[src/rtl/deser_link_pkg.sv]
// Shared types and constants for the deserializer link controller.
//   link_state_e      : link controller FSM state encoding
//   COMMA             : alignment comma byte (K28.5 decoded)
//   DESER_RST_CYCLES  : cycles deser_rst_o is held after reset release
//   CNT_W             : width of the statistics counters
package deser_link_pkg;

  typedef enum logic [2:0] {
    ST_RESET    = 3'd0,
    ST_HUNT     = 3'd1,
    ST_SLIPWAIT = 3'd2,
    ST_ACQ      = 3'd3,
    ST_LOCKED   = 3'd4
  } link_state_e;

  localparam logic [7:0]  COMMA            = 8'hBC;
  localparam int unsigned DESER_RST_CYCLES = 4;
  localparam int unsigned CNT_W            = 16;

endpackage

[src/rtl/deser_err_window.sv]
// Sliding-window error monitor used while the link is locked.
// Counts words in fixed windows of ErrWindow words and errored words
// within the current window; flags the word that reaches ErrThreshold.
//   clk_i, rst_ni : clock, async active-low reset
//   word_i        : word strobe
//   err_i         : current word is errored
//   en_i          : window counting enabled (link locked)
//   clr_i         : synchronous clear of both window counters
//   hit_c_o       : combinational; this word reaches the error threshold
module deser_err_window #(
  parameter int unsigned ErrThreshold = 4,
  parameter int unsigned ErrWindow    = 16
) (
  input  logic clk_i,
  input  logic rst_ni,
  input  logic word_i,
  input  logic err_i,
  input  logic en_i,
  input  logic clr_i,
  output logic hit_c_o
);

  localparam int unsigned WIN_W = (ErrWindow > 1) ? $clog2(ErrWindow) : 1;
  localparam int unsigned ERR_W = $clog2(ErrThreshold + 1);

  logic [WIN_W-1:0] word_cnt_q, word_cnt_d;
  logic [ERR_W-1:0] err_cnt_q, err_cnt_d;
  logic             wrap;

  assign wrap = (word_cnt_q == WIN_W'(ErrWindow - 1));

  // Threshold is evaluated before the wrap clear, so a hit on the wrap word wins.
  assign hit_c_o = en_i & word_i & err_i & (err_cnt_q == ERR_W'(ErrThreshold - 1));

  // Next-state for window position and in-window error count.
  always_comb begin
    word_cnt_d = word_cnt_q;
    err_cnt_d  = err_cnt_q;
    if (clr_i) begin
      word_cnt_d = '0;
      err_cnt_d  = '0;
    end else if (en_i && word_i) begin
      word_cnt_d = wrap ? '0 : word_cnt_q + WIN_W'(1);
      if (hit_c_o || wrap) begin
        err_cnt_d = '0;
      end else if (err_i) begin
        err_cnt_d = err_cnt_q + ERR_W'(1);
      end
    end
  end

  always_ff @(posedge clk_i or negedge rst_ni) begin
    if (!rst_ni) begin
      word_cnt_q <= '0;
      err_cnt_q  <= '0;
    end else begin
      word_cnt_q <= word_cnt_d;
      err_cnt_q  <= err_cnt_d;
    end
  end

endmodule

[src/rtl/deser_link_ctrl.sv]
// Deserializer link controller: holds the deserializer in reset, hunts for
// comma alignment (requesting bit slips on timeout), acquires lock after
// consecutive clean commas, forwards payload while locked and drops lock
// when too many errored words fall inside one window.
// Optional statistics counters are built when DESER_LINK_STATS_EN is defined;
// otherwise err_cnt_o/loss_cnt_o are tied to zero.
//   clk_i, rst_ni          : clock, async active-low reset
//   data_i, eob_i          : decoded byte and its word strobe
//   code_err_i, disp_err_i : per-word code / disparity error flags
//   clear_i                : clears statistics counters
//   deser_rst_o            : active-high deserializer reset
//   slip_o                 : one-cycle bit-slip request
//   lock_o                 : link locked
//   data_o, valid_o        : forwarded payload byte and its strobe
//   err_cnt_o, loss_cnt_o  : saturating errored-word / lock-loss counts
module deser_link_ctrl
  import deser_link_pkg::*;
#(
  parameter int unsigned AcqCount     = 4,
  parameter int unsigned ErrThreshold = 4,
  parameter int unsigned ErrWindow    = 16,
  parameter int unsigned HuntTimeout  = 20,
  parameter int unsigned SlipWait     = 8
) (
  input  logic             clk_i,
  input  logic             rst_ni,
  input  logic [7:0]       data_i,
  input  logic             eob_i,
  input  logic             code_err_i,
  input  logic             disp_err_i,
  input  logic             clear_i,
  output logic             deser_rst_o,
  output logic             slip_o,
  output logic             lock_o,
  output logic [7:0]       data_o,
  output logic             valid_o,
  output logic [CNT_W-1:0] err_cnt_o,
  output logic [CNT_W-1:0] loss_cnt_o
);

  localparam int unsigned RST_W  = $clog2(DESER_RST_CYCLES);
  localparam int unsigned HUNT_W = $clog2(HuntTimeout + 1);
  localparam int unsigned SLIP_W = $clog2(SlipWait + 1);
  localparam int unsigned ACQ_W  = $clog2(AcqCount + 1);

  link_state_e       state_q, state_d;
  logic [RST_W-1:0]  rst_cnt_q, rst_cnt_d;
  logic [HUNT_W-1:0] hunt_cnt_q, hunt_cnt_d;
  logic [SLIP_W-1:0] slip_cnt_q, slip_cnt_d;
  logic [ACQ_W-1:0]  acq_cnt_q, acq_cnt_d;
  logic              slip_q, slip_d;
  logic              valid_q, valid_d;
  logic [7:0]        data_q, data_d;

  logic is_err, is_comma, locked, win_hit;

  assign is_err   = code_err_i | disp_err_i;
  assign is_comma = (data_i == COMMA) & ~is_err;
  assign locked   = (state_q == ST_LOCKED);

  deser_err_window #(
    .ErrThreshold (ErrThreshold),
    .ErrWindow    (ErrWindow)
  ) u_err_window (
    .clk_i   (clk_i),
    .rst_ni  (rst_ni),
    .word_i  (eob_i),
    .err_i   (is_err),
    .en_i    (locked),
    .clr_i   (~locked),
    .hit_c_o (win_hit)
  );

  // Link FSM next-state and registered-output logic.
  always_comb begin
    state_d    = state_q;
    rst_cnt_d  = rst_cnt_q;
    hunt_cnt_d = hunt_cnt_q;
    slip_cnt_d = slip_cnt_q;
    acq_cnt_d  = acq_cnt_q;
    slip_d     = 1'b0;
    valid_d    = 1'b0;
    data_d     = data_q;

    unique case (state_q)
      ST_RESET: begin
        if (rst_cnt_q == RST_W'(DESER_RST_CYCLES - 1)) begin
          state_d    = ST_HUNT;
          rst_cnt_d  = '0;
          hunt_cnt_d = '0;
        end else begin
          rst_cnt_d = rst_cnt_q + RST_W'(1);
        end
      end

      ST_HUNT: begin
        if (eob_i) begin
          if (is_comma) begin
            hunt_cnt_d = '0;
            acq_cnt_d  = ACQ_W'(1);
            state_d    = (AcqCount <= 1) ? ST_LOCKED : ST_ACQ;
          end else if (hunt_cnt_q == HUNT_W'(HuntTimeout - 1)) begin
            slip_d     = 1'b1;
            hunt_cnt_d = '0;
            slip_cnt_d = '0;
            state_d    = ST_SLIPWAIT;
          end else begin
            hunt_cnt_d = hunt_cnt_q + HUNT_W'(1);
          end
        end
      end

      // Words are discarded while the deserializer settles after a slip.
      ST_SLIPWAIT: begin
        if (eob_i) begin
          if (slip_cnt_q == SLIP_W'(SlipWait - 1)) begin
            slip_cnt_d = '0;
            hunt_cnt_d = '0;
            state_d    = ST_HUNT;
          end else begin
            slip_cnt_d = slip_cnt_q + SLIP_W'(1);
          end
        end
      end

      ST_ACQ: begin
        if (eob_i) begin
          if (is_err) begin
            hunt_cnt_d = '0;
            state_d    = ST_HUNT;
          end else if (is_comma) begin
            if (acq_cnt_q == ACQ_W'(AcqCount - 1)) begin
              state_d = ST_LOCKED;
            end else begin
              acq_cnt_d = acq_cnt_q + ACQ_W'(1);
            end
          end
        end
      end

      ST_LOCKED: begin
        if (eob_i) begin
          if (win_hit) begin
            hunt_cnt_d = '0;
            state_d    = ST_HUNT;
          end else if (!is_err && !is_comma) begin
            valid_d = 1'b1;
            data_d  = data_i;
          end
        end
      end

      default: begin
        state_d = ST_RESET;
      end
    endcase
  end

  always_ff @(posedge clk_i or negedge rst_ni) begin
    if (!rst_ni) begin
      state_q    <= ST_RESET;
      rst_cnt_q  <= '0;
      hunt_cnt_q <= '0;
      slip_cnt_q <= '0;
      acq_cnt_q  <= '0;
      slip_q     <= 1'b0;
      valid_q    <= 1'b0;
      data_q     <= 8'h00;
    end else begin
      state_q    <= state_d;
      rst_cnt_q  <= rst_cnt_d;
      hunt_cnt_q <= hunt_cnt_d;
      slip_cnt_q <= slip_cnt_d;
      acq_cnt_q  <= acq_cnt_d;
      slip_q     <= slip_d;
      valid_q    <= valid_d;
      data_q     <= data_d;
    end
  end

  assign deser_rst_o = (state_q == ST_RESET);
  assign lock_o      = locked;
  assign slip_o      = slip_q;
  assign valid_o     = valid_q;
  assign data_o      = data_q;

`ifdef DESER_LINK_STATS_EN
  logic [CNT_W-1:0] err_cnt_q, err_cnt_d;
  logic [CNT_W-1:0] loss_cnt_q, loss_cnt_d;

  // Saturating statistics; clear_i overrides a coincident increment.
  always_comb begin
    err_cnt_d  = err_cnt_q;
    loss_cnt_d = loss_cnt_q;
    if (clear_i) begin
      err_cnt_d  = '0;
      loss_cnt_d = '0;
    end else begin
      if (eob_i && is_err && (state_q != ST_RESET) && (err_cnt_q != '1)) begin
        err_cnt_d = err_cnt_q + CNT_W'(1);
      end
      if (win_hit && (loss_cnt_q != '1)) begin
        loss_cnt_d = loss_cnt_q + CNT_W'(1);
      end
    end
  end

  always_ff @(posedge clk_i or negedge rst_ni) begin
    if (!rst_ni) begin
      err_cnt_q  <= '0;
      loss_cnt_q <= '0;
    end else begin
      err_cnt_q  <= err_cnt_d;
      loss_cnt_q <= loss_cnt_d;
    end
  end

  assign err_cnt_o  = err_cnt_q;
  assign loss_cnt_o = loss_cnt_q;
`else
  logic unused_clear;
  assign unused_clear = clear_i;
  assign err_cnt_o    = '0;
  assign loss_cnt_o   = '0;
`endif

endmodule

[config.mk]
export PLATFORM = sky130hd
export DESIGN_NAME = deser_link_ctrl
export DESIGN_NICKNAME = d
export VERILOG_FILES = /design/src/rtl/deser_link_pkg.sv /design/src/rtl/deser_err_window.sv /design/src/rtl/deser_link_ctrl.sv
export SDC_FILE = /design/constraint.sdc
export NUM_CORES = 1
export LEC_CHECK = 0
export CAP_MARGIN = 20
export CELL_PAD_IN_SITES_DETAIL_PLACEMENT = 0
export CELL_PAD_IN_SITES_GLOBAL_PLACEMENT = 1
export CORE_MARGIN = 4
export CORE_UTILIZATION = 33
export DETAILED_ROUTE_END_ITERATION = 7
export HOLD_SLACK_MARGIN = 0.05
export PLACE_DENSITY = 0.81
export RECOVER_POWER = 100
export SKIP_LAST_GASP = 1
export SLEW_MARGIN = 5
export SYNTH_ARGS = -nofsm -noshare
export SYNTH_HDL_FRONTEND = slang
export SYNTH_SLANG_ARGS = --single-unit
[constraint.sdc]
create_clock -name clk_i -period 3.75 [get_ports clk_i]
set_input_delay 0.9375 -clock clk_i [delete_from_list [all_inputs] [get_ports clk_i]]
set_output_delay 0.9375 -clock clk_i [all_outputs]
set_load 0.01 [all_outputs]
[Word level (Yosys, flattened, before mapping)]
Index checks and enable logic that the tools add are counted.
Storage, ports and cells
  register bits after elaboration: 34
  bits in latches: 0
  memory bits (writable): 0
  bits in read-only memories: 0
  input bits: 14
  output and inout port bits: 44
  logic and storage cells: 121
  memories kept: 0
Operators by class
  $add $sub $neg: 6
  multipliers: 0
  div/mod/pow operators: 0
  order comparisons: 0
  equal/unequal tests: 30
  shift operators: 0
  mux-type cells: 53
  bitwise logic cells: 7
  reductions and logical operators: 15
Operators with widths (number)
  2-to-1 mux 3 bit: 22
  2-to-1 mux 5 bit: 10
  2-to-1 mux 4 bit: 8
  != test 2 bit, second input constant: 14
  case mux 5 bit (5 select lines): 1
  case mux 3 bit (5 select lines): 1
  == test 3 x 2 -> 1 bit, second input constant: 4
  != test 3 bit, second input constant: 4
  AND reduction 10 bit: 1
  AND reduction 9 bit: 1
  adder 4 x 1 -> 4 bit, second input constant: 2
  == test 8 bit, second input constant: 1
  2-to-1 mux 1 bit: 8
  case mux 4 bit (2 select lines): 1
  AND reduction 7 bit: 1
  adder 3 x 1 -> 3 bit, second input constant: 2
  case mux 3 bit (2 select lines): 1
  adder 5 x 1 -> 5 bit, second input constant: 1
  == test 5 bit, second input constant: 1
  AND reduction 5 bit: 1
  nonzero test 5 bit: 1
  bitwise AND 1 bit: 4
  == test 4 x 3 -> 1 bit, second input constant: 1
  == test 4 bit, second input constant: 1
  other kinds (15): 19

[Logic depth before layout (Yosys ltp)]
Gate-level depths: netlist of run 1.
  word-level depth: 9
  gate-level depth with buffers: 8
  depth with buffers taken out: 7

[By module]
Synthesis of run 1 repeated with hierarchy kept, for this count alone.
Second synthesis, totals
  cell total of the unflattened synthesis: 213
  area, all modules: 2210.9 µm²
By module, submodules not included
  deser_link_ctrl: times used 1, cells an instance 171, area each 1811.7 µm², sequential area each 675.6 µm²
  deser_err_window: times used 1, cells an instance 42, area each 399.1 µm², sequential area each 175.2 µm²

[Worst setup path before layout of run 1]
No wires, ideal clock.
  path type: in2reg
  from: in data_i[6]
  to: reg state_q[0]
  data arrival time: 2430 ps
  required time: 3625 ps
  setup slack: 1195 ps
  stages on the path: 5
  buffers on the path: 0
  cells stage by stage: nand4b_4 -> o41ai_2 -> nor2_1 -> or4b_4 -> mux2_4
Between the ends
  cells in the longest elaborated chain, start to end: 5
  elaborated cells on any way between the ends: 8
  those cells by class: eq/ne (3); mux (3); bitwise (1); reduce/logical (1)
RTL lines
  start, declared: RTL line deser_link_ctrl.sv:27  | input logic [7:0] data_i,
  == test 8 bit *: RTL line deser_link_ctrl.sv:58  | assign is_comma = (data_i == COMMA) & ~is_err;
  bitwise AND 1 bit *: RTL line deser_link_ctrl.sv:58
  2-to-1 mux 3 bit: RTL line deser_link_ctrl.sv:98  | if (is_comma) begin
  2-to-1 mux 3 bit: RTL line deser_link_ctrl.sv:97  | if (eob_i) begin
  case mux 3 bit (5 select lines): RTL line deser_link_ctrl.sv:85  | unique case (state_q)
  end signal, assigned: RTL line deser_link_ctrl.sv:170  | state_q <= state_d;
  end, declared: RTL line deser_link_ctrl.sv:46  | link_state_e state_q, state_d;
Every way passes the cells marked *; elsewhere a longest branch is shown, timed or not. The select of a mux whose other input is x is not followed.
A chain may end at the register's enable or synchronous reset.

[Worst setup path after layout of run 1]
  from: in data_i[0]
  to: reg state_q[1]
Same word-level chain as after synthesis.

==> metrics.csv, run 1 <==
stage;metric;value;unit
pwr;Comb pwr share;30.8;%
sta;final setup fails;0;
grt;total grt overflow;0;
grt;All-Layer GR Usage;10.82;%
layout;fin nets;258;
critical_path;CP max stage delay;620;ps
sta;Final Max Tran Viols;35;
placement;count of input and output buffers;24;
sta;clock skew;5.440;ps
cts;worst skew pair latency;280;ps
layout;final non-filler cell total;312;
die;height of the die;87.22;um
sta;RSZ-0062 raised after global routing;false;
routing;detailed-route via count;1478;
critical_path;Slowest cell on crit path;or4b_1;
sta;Max Fclk;0.3150;GHz
layout;Util after Layout;39.39;%
routing;Post-DRT Antenna Nets;0;
sta;Final Hold Fails;0;
critical_path;Worst Setup Start Kind;input pin;
min_path;HP Start;u_err_window.err_cnt_q[2];
status;status;complete, but fails checks;
pwr;design internal power;798.1;uW
layout;register area;850.8;um^2
critical_path;Max FO, Critical Path;4;
grt;first-pass GRT wire length;6527;um
critical_path;setup slack, reg-to-reg;1350;ps
cts;CTS buffer count;5;
layout;n_diodes;0;
min_path;Hold/Removal Path Class;register to register;
die;Ports;58;
sta;post-route setup slack;574.9;ps
routing;# DRC;0;
routing;Total Wirelength;3809;um
synth;Synth Register Bits;34;
critical_path;Critical Path RT;3920;ps
sta;Worst-Margin Slew;1851;ps
placement;HPWL Detailed;2803;um
critical_path;critical path cell sequence;dlygate4sd3_1 > nand4bb_1 > o41ai_2 > nor2_1 > or4b_1 > mux2_1;
critical_path;worst setup path startpoint;data_i[0];
pwr;PD cells;512.2;nW/um^2
synth;ys async rst share;100.0;%
layout;area of the multi-input gates;1028;um^2
layout;Fill cells;589;
grt;initial antenna violation count;0;
cts;Clock Tree Root;clkbuf_8;
pwr;P_sw;410.6;uW
layout;commonest non-fill, non-tap cells in the layout;34 x dfrtp_1, 32 x conb_1, 23 x nand2_1;
routing;Via density;4.737;
layout;leading cell type in the layout, fill and taps excluded;dfrtp_1;
sta;Min Hold Slack;489.2;ps
synth;sequential fraction of the synthesis area;41.09;%
synth;cell count after synthesis;209;
sta;Final period util;84.67;%
die;die area;7606;um^2
sta;crit path time final;3175;ps
die;Initial Util;34.57;%
flow_run;max-cap violation count;1;
synth;Mean Syn Cell Area;9.908;um^2
layout;Area Growth Syn to Fin;13.96;%
critical_path;Reg-to-Reg Start;hunt_cnt_q[0];
min_path;Hold Crit Endpoint;u_err_window.err_cnt_q[2];
synth;Synth cell types;49;
cts;TritonCTS clock tree;yes;
cts;setup bufs post-CTS;0;
pwr;Clock Power Share;27.4;%
layout;layout cells sized above 1;11.39;%
cts;PostCTS Resize Cnt;0;
pwr;leakage power;1.143;nW
cts;clk buf depth;2;
critical_path;CP Capture Type;register;
critical_path;Worst Reg-to-Reg Cells;5;
min_path;hold path depth;2;
critical_path;critical path type;input pin to register;
pwr;Reg power frac;41.8;%
die;die width;87.22;um
placement;DP Worst Slack;457.0;ps
die;# rows;28;
cts;clock-pin slew on the worst setup and hold paths;70;ps
routing;Wirelength per Cell;12.21;um
grt;largest net degree at the start of global routing;35;
routing;drt first pass iters;5;
cts;H-tree depth;2;
placement;placed insts;304;
status;failing checks;capacitance limit, slew limit;
grt;vias in the first global route;1454;
routing;Initial DRC Count;83;
synth;Post-Syn Area;2071;um^2
cts;CTS sink cnt;34;
sta;Slew headroom;-23.37;%
sta;Final TNS setup;0;ps
synth;YS warnings;0;
pwr;Net Sw Frac;33.97;%
synth;number of flops mapped to enable cells by yosys;0;
cts;hold_buf cts;0;
pwr;peak supply drop;338.3;uV
critical_path;Worst R2R End;state_q[1];
die;core area;5991;um^2
placement;routability cong.;0.7572;
critical_path;Critical Path AT;3340;ps
synth;Primary FF master, synth;dfrtp_1;
Yosys cell counts, drive strengths merged (2+ instances only):
| cell | number | area, um^2 |
|---|---|---|
| nand2 | 24 | 92.59 |
| nor3 | 2 | 15.01 |
| inv | 8 | 30.03 |
| nand2b | 2 | 12.51 |
| mux2 | 15 | 176.4 |
| dfrtp | 34 | 850.8 |
| and3 | 4 | 25.02 |
| nand3b | 3 | 22.52 |
| nor3b | 2 | 20.02 |
| o21ai | 14 | 70.06 |
| o41ai | 2 | 25.03 |
| nor2b | 4 | 25.02 |
| a31oi | 2 | 12.51 |
| ha | 8 | 100.1 |
| clkbuf | 2 | 7.510 |
| or3 | 2 | 12.51 |
| mux2i | 3 | 30.03 |
| buf | 35 | 257.8 |
| nor2 | 12 | 45.04 |
| a21oi | 6 | 30.03 |
| nand3 | 5 | 25.02 |
power by group through the flow:
stage                     Clock (mW)  Combinational, mW  Sequential (mW)
after CTS                      0.343              0.405            0.507
after detailed placement           0              0.404            0.514
final                          0.331              0.373            0.505
after global placement             0              0.396            0.511
after global routing           0.360              0.427            0.517
after floorplan                    0              0.352            0.479
stage by stage:
step	power [mW]	area (um^2)
2_1_floorplan	0.8310	2187
3_3_place_gp	0.9072	2271
3_5_place_dp	0.9178	2271
4_1_cts	1.255	2380
5_1_grt	1.304	2360
6_report	1.209	2360
worst max-delay path by stage:
stage	end	cells past startpoint	slack, ps
after floorplan	state_q[0]	5	1190
after global placement	state_q[0]	6	460
after detailed placement	state_q[1]	6	460
after CTS	state_q[1]	6	740
after global routing	slip_cnt_q[3]	2	490
final	state_q[1]	6	570
critical path: cells and delay by family:
family / cells / cell delay (ps)
muxes: 1 / 350
and+or+nand+nor: 3 / 1050
buffers and inverters: 1 / 540
AOI/OAI and AO/OA: 1 / 460
sequential cells by signal, summed over array words and instances (netlist names):
register and cells:
hunt_cnt_q 5, valid_o 1, state_q 3, rst_cnt_q 2
acq_cnt_q 3, slip_o 1, u_err_window.word_cnt_q 4, slip_cnt_q 4
u_err_window.err_cnt_q 3, data_o 8
metal layers:
layer,vias to the layer above,part of all wire (%),GRT usage (%)
met5,-,0,0
met4,0,1.2,4.045
met3,7,7.1,3.311
met2,46,46,17.18
met1,706,45,13.82
li1,719,-,-
cells by family (layout without fill, tap and decap cells):
kind of cell | after synthesis | in the layout | share of synthesized area, %
AO/OA/AOI/OAI | 34 | 34 | 10.82
XOR/XNOR | 1 | 1 | 0.4230
adder cells (fa/ha/maj) | 8 | 8 | 4.834
buffers and inverters | 45 | 42 | 14.26
flip-flops | 34 | 34 | 41.09
multiplexers | 18 | 18 | 9.970
other | 1 | 32 | 0.1811
AND/OR/NAND/NOR | 68 | 68 | 18.43
area by class of cell:
| type | count | share of cell area [%] |
|---|---|---|
| timing repair buffer | 26 | 10.50 |
| clock buffer | 5 | 2.916 |
| clock inverter | 3 | 1.697 |
| tap | 75 | 3.977 |
| inverter | 8 | 1.273 |
| multi-input combinational | 161 | 43.58 |
| sequential | 34 | 36.06 |
No activity file was read; power rests on OpenSTA's default activity.
==> run 2, diff against run 1 <==
--- a/config.mk
+++ b/config.mk
@@ -12,7 +12,7 @@
 export CORE_UTILIZATION = 33
 export DETAILED_ROUTE_END_ITERATION = 7
 export HOLD_SLACK_MARGIN = 0.05
-export PLACE_DENSITY = 0.81
+export PLACE_DENSITY = 0.84
 export RECOVER_POWER = 100
 export SKIP_LAST_GASP = 1
 export SLEW_MARGIN = 5
==> constraint.sdc (replaced) <==
create_clock -name clk_i -period 2.8 [get_ports clk_i]
set_input_delay 0.7 -clock clk_i [delete_from_list [all_inputs] [get_ports clk_i]]
set_output_delay 0.7 -clock clk_i [all_outputs]
set_load 0.01 [all_outputs]
==> metrics.csv, run 2 (synthesized netlist as in run 1, its figures left out) <==
stage;metric;value;unit
cts;H-tree depth;2;
pwr;peak supply drop;385.9;uV
die;die width;87.22;um
sta;Final period util;93.09;%
grt;first-pass GRT wire length;6603;um
routing;Post-DRT Antenna Nets;0;
grt;All-Layer GR Usage;11.12;%
grt;GR Util met2;18.77;%
die;Initial Util;34.57;%
sta;Worst-Margin Slew;857.4;ps
grt;total grt overflow;0;
layout;layout cells sized above 1;14.98;%
cts;clk buf depth;2;
die;die area;7606;um^2
routing;Initial DRC Count;40;
cts;PostCTS Resize Cnt;0;
sta;Final Max Tran Viols;0;
grt;M3 GR Usage;4.541;%
sta;clock skew;13.93;ps
cts;TritonCTS clock tree;yes;
status;status;complete, no violations;
placement;DP Worst Slack;-97.61;ps
cts;CTS buffer count;5;
critical_path;CP Capture Type;register;
layout;max reg flops;8;
cts;clock-pin slew on the worst setup and hold paths;70;ps
sta;Final Hold Fails;0;
pwr;leakage power;1.186;nW
layout;leading cell type in the layout, fill and taps excluded;dfrtp_1;
sta;crit path time final;2607;ps
placement;routability cong.;0.7312;
die;height of the die;87.22;um
cts;hold_buf cts;0;
critical_path;Critical Path AT;2780;ps
die;core area;5991;um^2
layout;n_diodes;0;
sta;Max Fclk;0.3837;GHz
die;# rows;28;
sta;post-route setup slack;193.5;ps
grt;vias in the first global route;1425;
cts;setup bufs post-CTS;0;
placement;HPWL Detailed;3005;um
critical_path;Worst Setup Start Kind;input pin;
cts;CTS sink cnt;34;
sta;final setup fails;0;
routing;Total Wirelength;3879;um
grt;GRT Max-Usage Layer;met2;
layout;Fill cells;594;
routing;# DRC;0;
routing;drt first pass iters;4;
routing;Via density;4.696;
routing;detailed-route via count;1512;
routing;Wirelength per Cell;12.05;um
layout;fin nets;268;
min_path;Hold/Removal Path Class;register to register;
cts;worst skew pair latency;290;ps
layout;commonest non-fill, non-tap cells in the layout;34 x dfrtp_1, 32 x conb_1, 23 x nand2_1;
grt;largest net degree at the start of global routing;35;
sta;RSZ-0062 raised after global routing;false;
cts;Clock Tree Root;clkbuf_8;
critical_path;Critical Path RT;2980;ps
grt;initial antenna violation count;0;
flow_run;max-cap violation count;0;
sta;Slew headroom;42.84;%
layout;Util after Layout;40.62;%
placement;count of input and output buffers;24;
critical_path;Max FO, Critical Path;10;
critical_path;critical path type;input pin to register;
die;Ports;58;
grt;met1 Usage GRT;12.90;%
layout;Area Growth Syn to Fin;17.52;%
pwr;PD cells;701.4;nW/um^2
run 2: final timing paths:
check / cells past startpoint / slack (ps) / endpoint / from
min: 1 / 500 / u_err_window.err_cnt_q[0] / u_err_window.err_cnt_q[0]
min in group asynchronous: 2 / 1040 / u_err_window.word_cnt_q[3] / rst_ni
max in group asynchronous: 2 / 1210 / data_o[0] / rst_ni
min reg2reg: 1 / 500 / u_err_window.err_cnt_q[0] / u_err_window.err_cnt_q[0]
max: 6 / 190 / state_q[0] / eob_i
max reg2reg: 5 / 580 / state_q[0] / hunt_cnt_q[0]
run 2: layout make-up:
class | count | area, um^2 | area share [%]
sequential | 34 | 850.8 | 34.96
inverter | 8 | 30.03 | 1.234
tap | 75 | 93.84 | 3.856
clock inverter | 3 | 40.04 | 1.645
timing repair buffer | 36 | 309.0 | 12.70
clock buffer | 5 | 68.82 | 2.828
multi-input combinational | 161 | 1041 | 42.78
run 2: per-stage QoR:
| stage | setup TNS (ps) | power, mW | cell area [um^2] | cells | hold slack, ps |
|---|---|---|---|---|---|
| 3_3_place_gp | -128.8 | 1.273 | 2346 | 314 | 461.3 |
| 5_1_grt | 0 | 1.825 | 2434 | 322 | 534.7 |
| 3_5_place_dp | -193.8 | 1.293 | 2346 | 314 | 496.4 |
| 2_1_floorplan | 0 | 1.113 | 2187 | 240 | 404.4 |
| 6_report | 0 | 1.707 | 2434 | 322 | 499.9 |
| 4_1_cts | 0 | 1.744 | 2455 | 322 | 504.3 |
run 2: critical path: stages:
cell and delay (ps):
clkdlybuf4s50_1 530, clkbuf_1 420, or3_1 210, nand2_1 50, or4b_4 570, mux2_4 310
run 2: power breakdown:
| group | switching (mW) | total [mW] | leakage, nW | internal, mW |
|---|---|---|---|---|
| sequential | 0.0907 | 0.661 | 0.458 | 0.571 |
| clock | 0.183 | 0.444 | 0.0579 | 0.262 |
| combinational | 0.300 | 0.601 | 0.670 | 0.302 |
run 2: layer usage:
metal,wire length (um),part of all wire (%)
met5,0,0
met4,48,1.2
met3,287,7.4
met2,1869,48
met1,1673,43
==> run 3, diff against run 2 <==
--- a/config.mk
+++ b/config.mk
@@ -11,8 +11,9 @@
 export CORE_MARGIN = 4
 export CORE_UTILIZATION = 33
 export DETAILED_ROUTE_END_ITERATION = 7
+export DONT_BUFFER_PORTS = 1
 export HOLD_SLACK_MARGIN = 0.05
-export PLACE_DENSITY = 0.84
+export PLACE_DENSITY = 0.65
 export RECOVER_POWER = 100
 export SKIP_LAST_GASP = 1
 export SLEW_MARGIN = 5
==> constraint.sdc (replaced) <==
create_clock -name clk_i -period 3.4 [get_ports clk_i]
set_input_delay 0.85 -clock clk_i [delete_from_list [all_inputs] [get_ports clk_i]]
set_output_delay 0.85 -clock clk_i [all_outputs]
set_load 0.01 [all_outputs]
==> metrics.csv, run 3 (synthesized netlist as in run 1, its figures left out) <==
stage;metric;value;unit
die;height of the die;87.22;um
layout;Fill cells;630;
routing;Post-DRT Antenna Nets;0;
die;Initial Util;34.57;%
cts;worst skew pair latency;290;ps
grt;initial antenna violation count;0;
critical_path;critical path cell sequence;nor3_1 > or3_1 > nand2_1 > or4b_1 > mux2_1;
routing;Via density;4.741;
status;status;complete, no violations;
placement;routability cong.;0.7431;
sta;clock skew;10.92;ps
sta;Slew headroom;50.47;%
critical_path;Critical Path RT;3560;ps
critical_path;Critical Path AT;2750;ps
cts;TritonCTS clock tree;yes;
cts;clock-pin slew on the worst setup and hold paths;80;ps
sta;Final period util;76.30;%
layout;max reg flops;8;
critical_path;CP Capture Type;register;
die;core area;5991;um^2
layout;leading cell type in the layout, fill and taps excluded;dfrtp_1;
cts;CTS sink cnt;34;
grt;GR Util met2;17.46;%
grt;M3 GR Usage;2.838;%
cts;setup bufs post-CTS;0;
critical_path;critical path type;register to register;
routing;detailed-route via count;1356;
grt;first-pass GRT wire length;6465;um
pwr;peak supply drop;238.1;uV
cts;clk buf depth;2;
flow_run;max-cap violation count;0;
placement;count of input and output buffers;0;
sta;Final TNS setup;0;ps
sta;final setup fails;0;
grt;All-Layer GR Usage;10.96;%
routing;Wirelength per Cell;13.66;um
sta;Max Fclk;0.3855;GHz
placement;HPWL Detailed;2866;um
pwr;Final Power;1.298;mW
sta;Final Hold Fails;0;
layout;register area;850.8;um^2
cts;CTS buffer count;5;
routing;# DRC;0;
routing;Total Wirelength;3906;um
pwr;PD cells;613.1;nW/um^2
critical_path;Slowest cell on crit path;nor3_1;
layout;Area Growth Syn to Fin;2.236;%
pwr;leakage power;1.012;nW
layout;area of the multi-input gates;1022;um^2
critical_path;Max FO, Critical Path;16;
cts;H-tree depth;2;
die;Ports;58;
grt;total grt overflow;0;
cts;PostCTS Resize Cnt;0;
sta;crit path time final;2594;ps
critical_path;WP buf/inv;0;
critical_path;Crit path max-delay family;simple AND/OR/NAND/NOR gates;
layout;commonest non-fill, non-tap cells in the layout;34 x dfrtp_1, 32 x conb_1, 24 x nand2_1;
routing;Initial DRC Count;91;
grt;met1 Usage GRT;14.06;%
cts;hold_buf cts;0;
sta;Min Hold Slack;250.3;ps
sta;Final Max Tran Viols;0;
grt;vias in the first global route;1271;
die;die width;87.22;um
layout;Util after Layout;35.34;%
critical_path;Worst Setup Start Kind;register;
sta;Worst-Margin Slew;737.3;ps
critical_path;CP max stage delay;690;ps
sta;RSZ-0062 raised after global routing;false;
cts;Clock Tree Root;clkbuf_8;
die;# rows;28;
grt;GRT Max-Usage Layer;met2;
min_path;Hold/Removal Path Class;input pin to async pin;
grt;largest net degree at the start of global routing;35;
layout;layout cells sized above 1;11.37;%
routing;drt first pass iters;4;
die;die area;7606;um^2
layout;fin nets;233;
layout;n_diodes;0;
-- run 3: area by class of cell --
class	count	share of cell area, %
well taps	75	4.433
inverters	8	1.418
repair buffers	1	0.3546
clock inverters	1	1.418
multi-input cells	161	48.29
flip-flops and latches	34	40.19
clock buffers	6	3.901
-- run 3: where the power goes --
group          switching (mW)  internal [mW]  leakage (nW)
Sequential             0.0930          0.470         0.458
Clock                   0.147          0.235        0.0573
Combinational           0.196          0.157         0.497
Total                   0.436          0.862          1.01
-- run 3: worst reg2reg max path: stages, from the launching register on --
cell     delay, ps
dfrtp_1        560
nor3_1         690
or3_1          220
nand2_1         50
or4b_1         600
mux2_1         340
-- run 3: metal layers --
layer	part of all wire [%]	wire length [um]	up-vias
met2	48	1872	33
met5	0	0	-
met3	5.2	205	5
met1	45	1768	646
met4	1.5	59	0
li1	-	-	672
-- run 3: worst paths after layout --
| check | start | to | slack (ps) | depth (start not counted) |
|---|---|---|---|---|
| max | state_q[1] | state_q[0] | 810 | 5 |
| min | rst_ni | state_q[1] | 250 | 0 |
| max reg2reg | state_q[1] | state_q[0] | 810 | 5 |
| min reg2reg | u_err_window.err_cnt_q[2] | u_err_window.err_cnt_q[2] | 490 | 2 |
| max in group asynchronous | rst_ni | state_q[0] | 3060 | 0 |
| min in group clk_i | u_err_window.err_cnt_q[2] | u_err_window.err_cnt_q[2] | 490 | 2 |
-- run 3: through the flow --
stage	setup WS, ps	instances	area (um^2)
2_1_floorplan	932.3	240	2187
3_3_place_gp	693.9	279	2023
3_5_place_dp	705.6	279	2023
4_1_cts	985.3	286	2136
5_1_grt	664.9	286	2117
6_report	805.9	286	2117
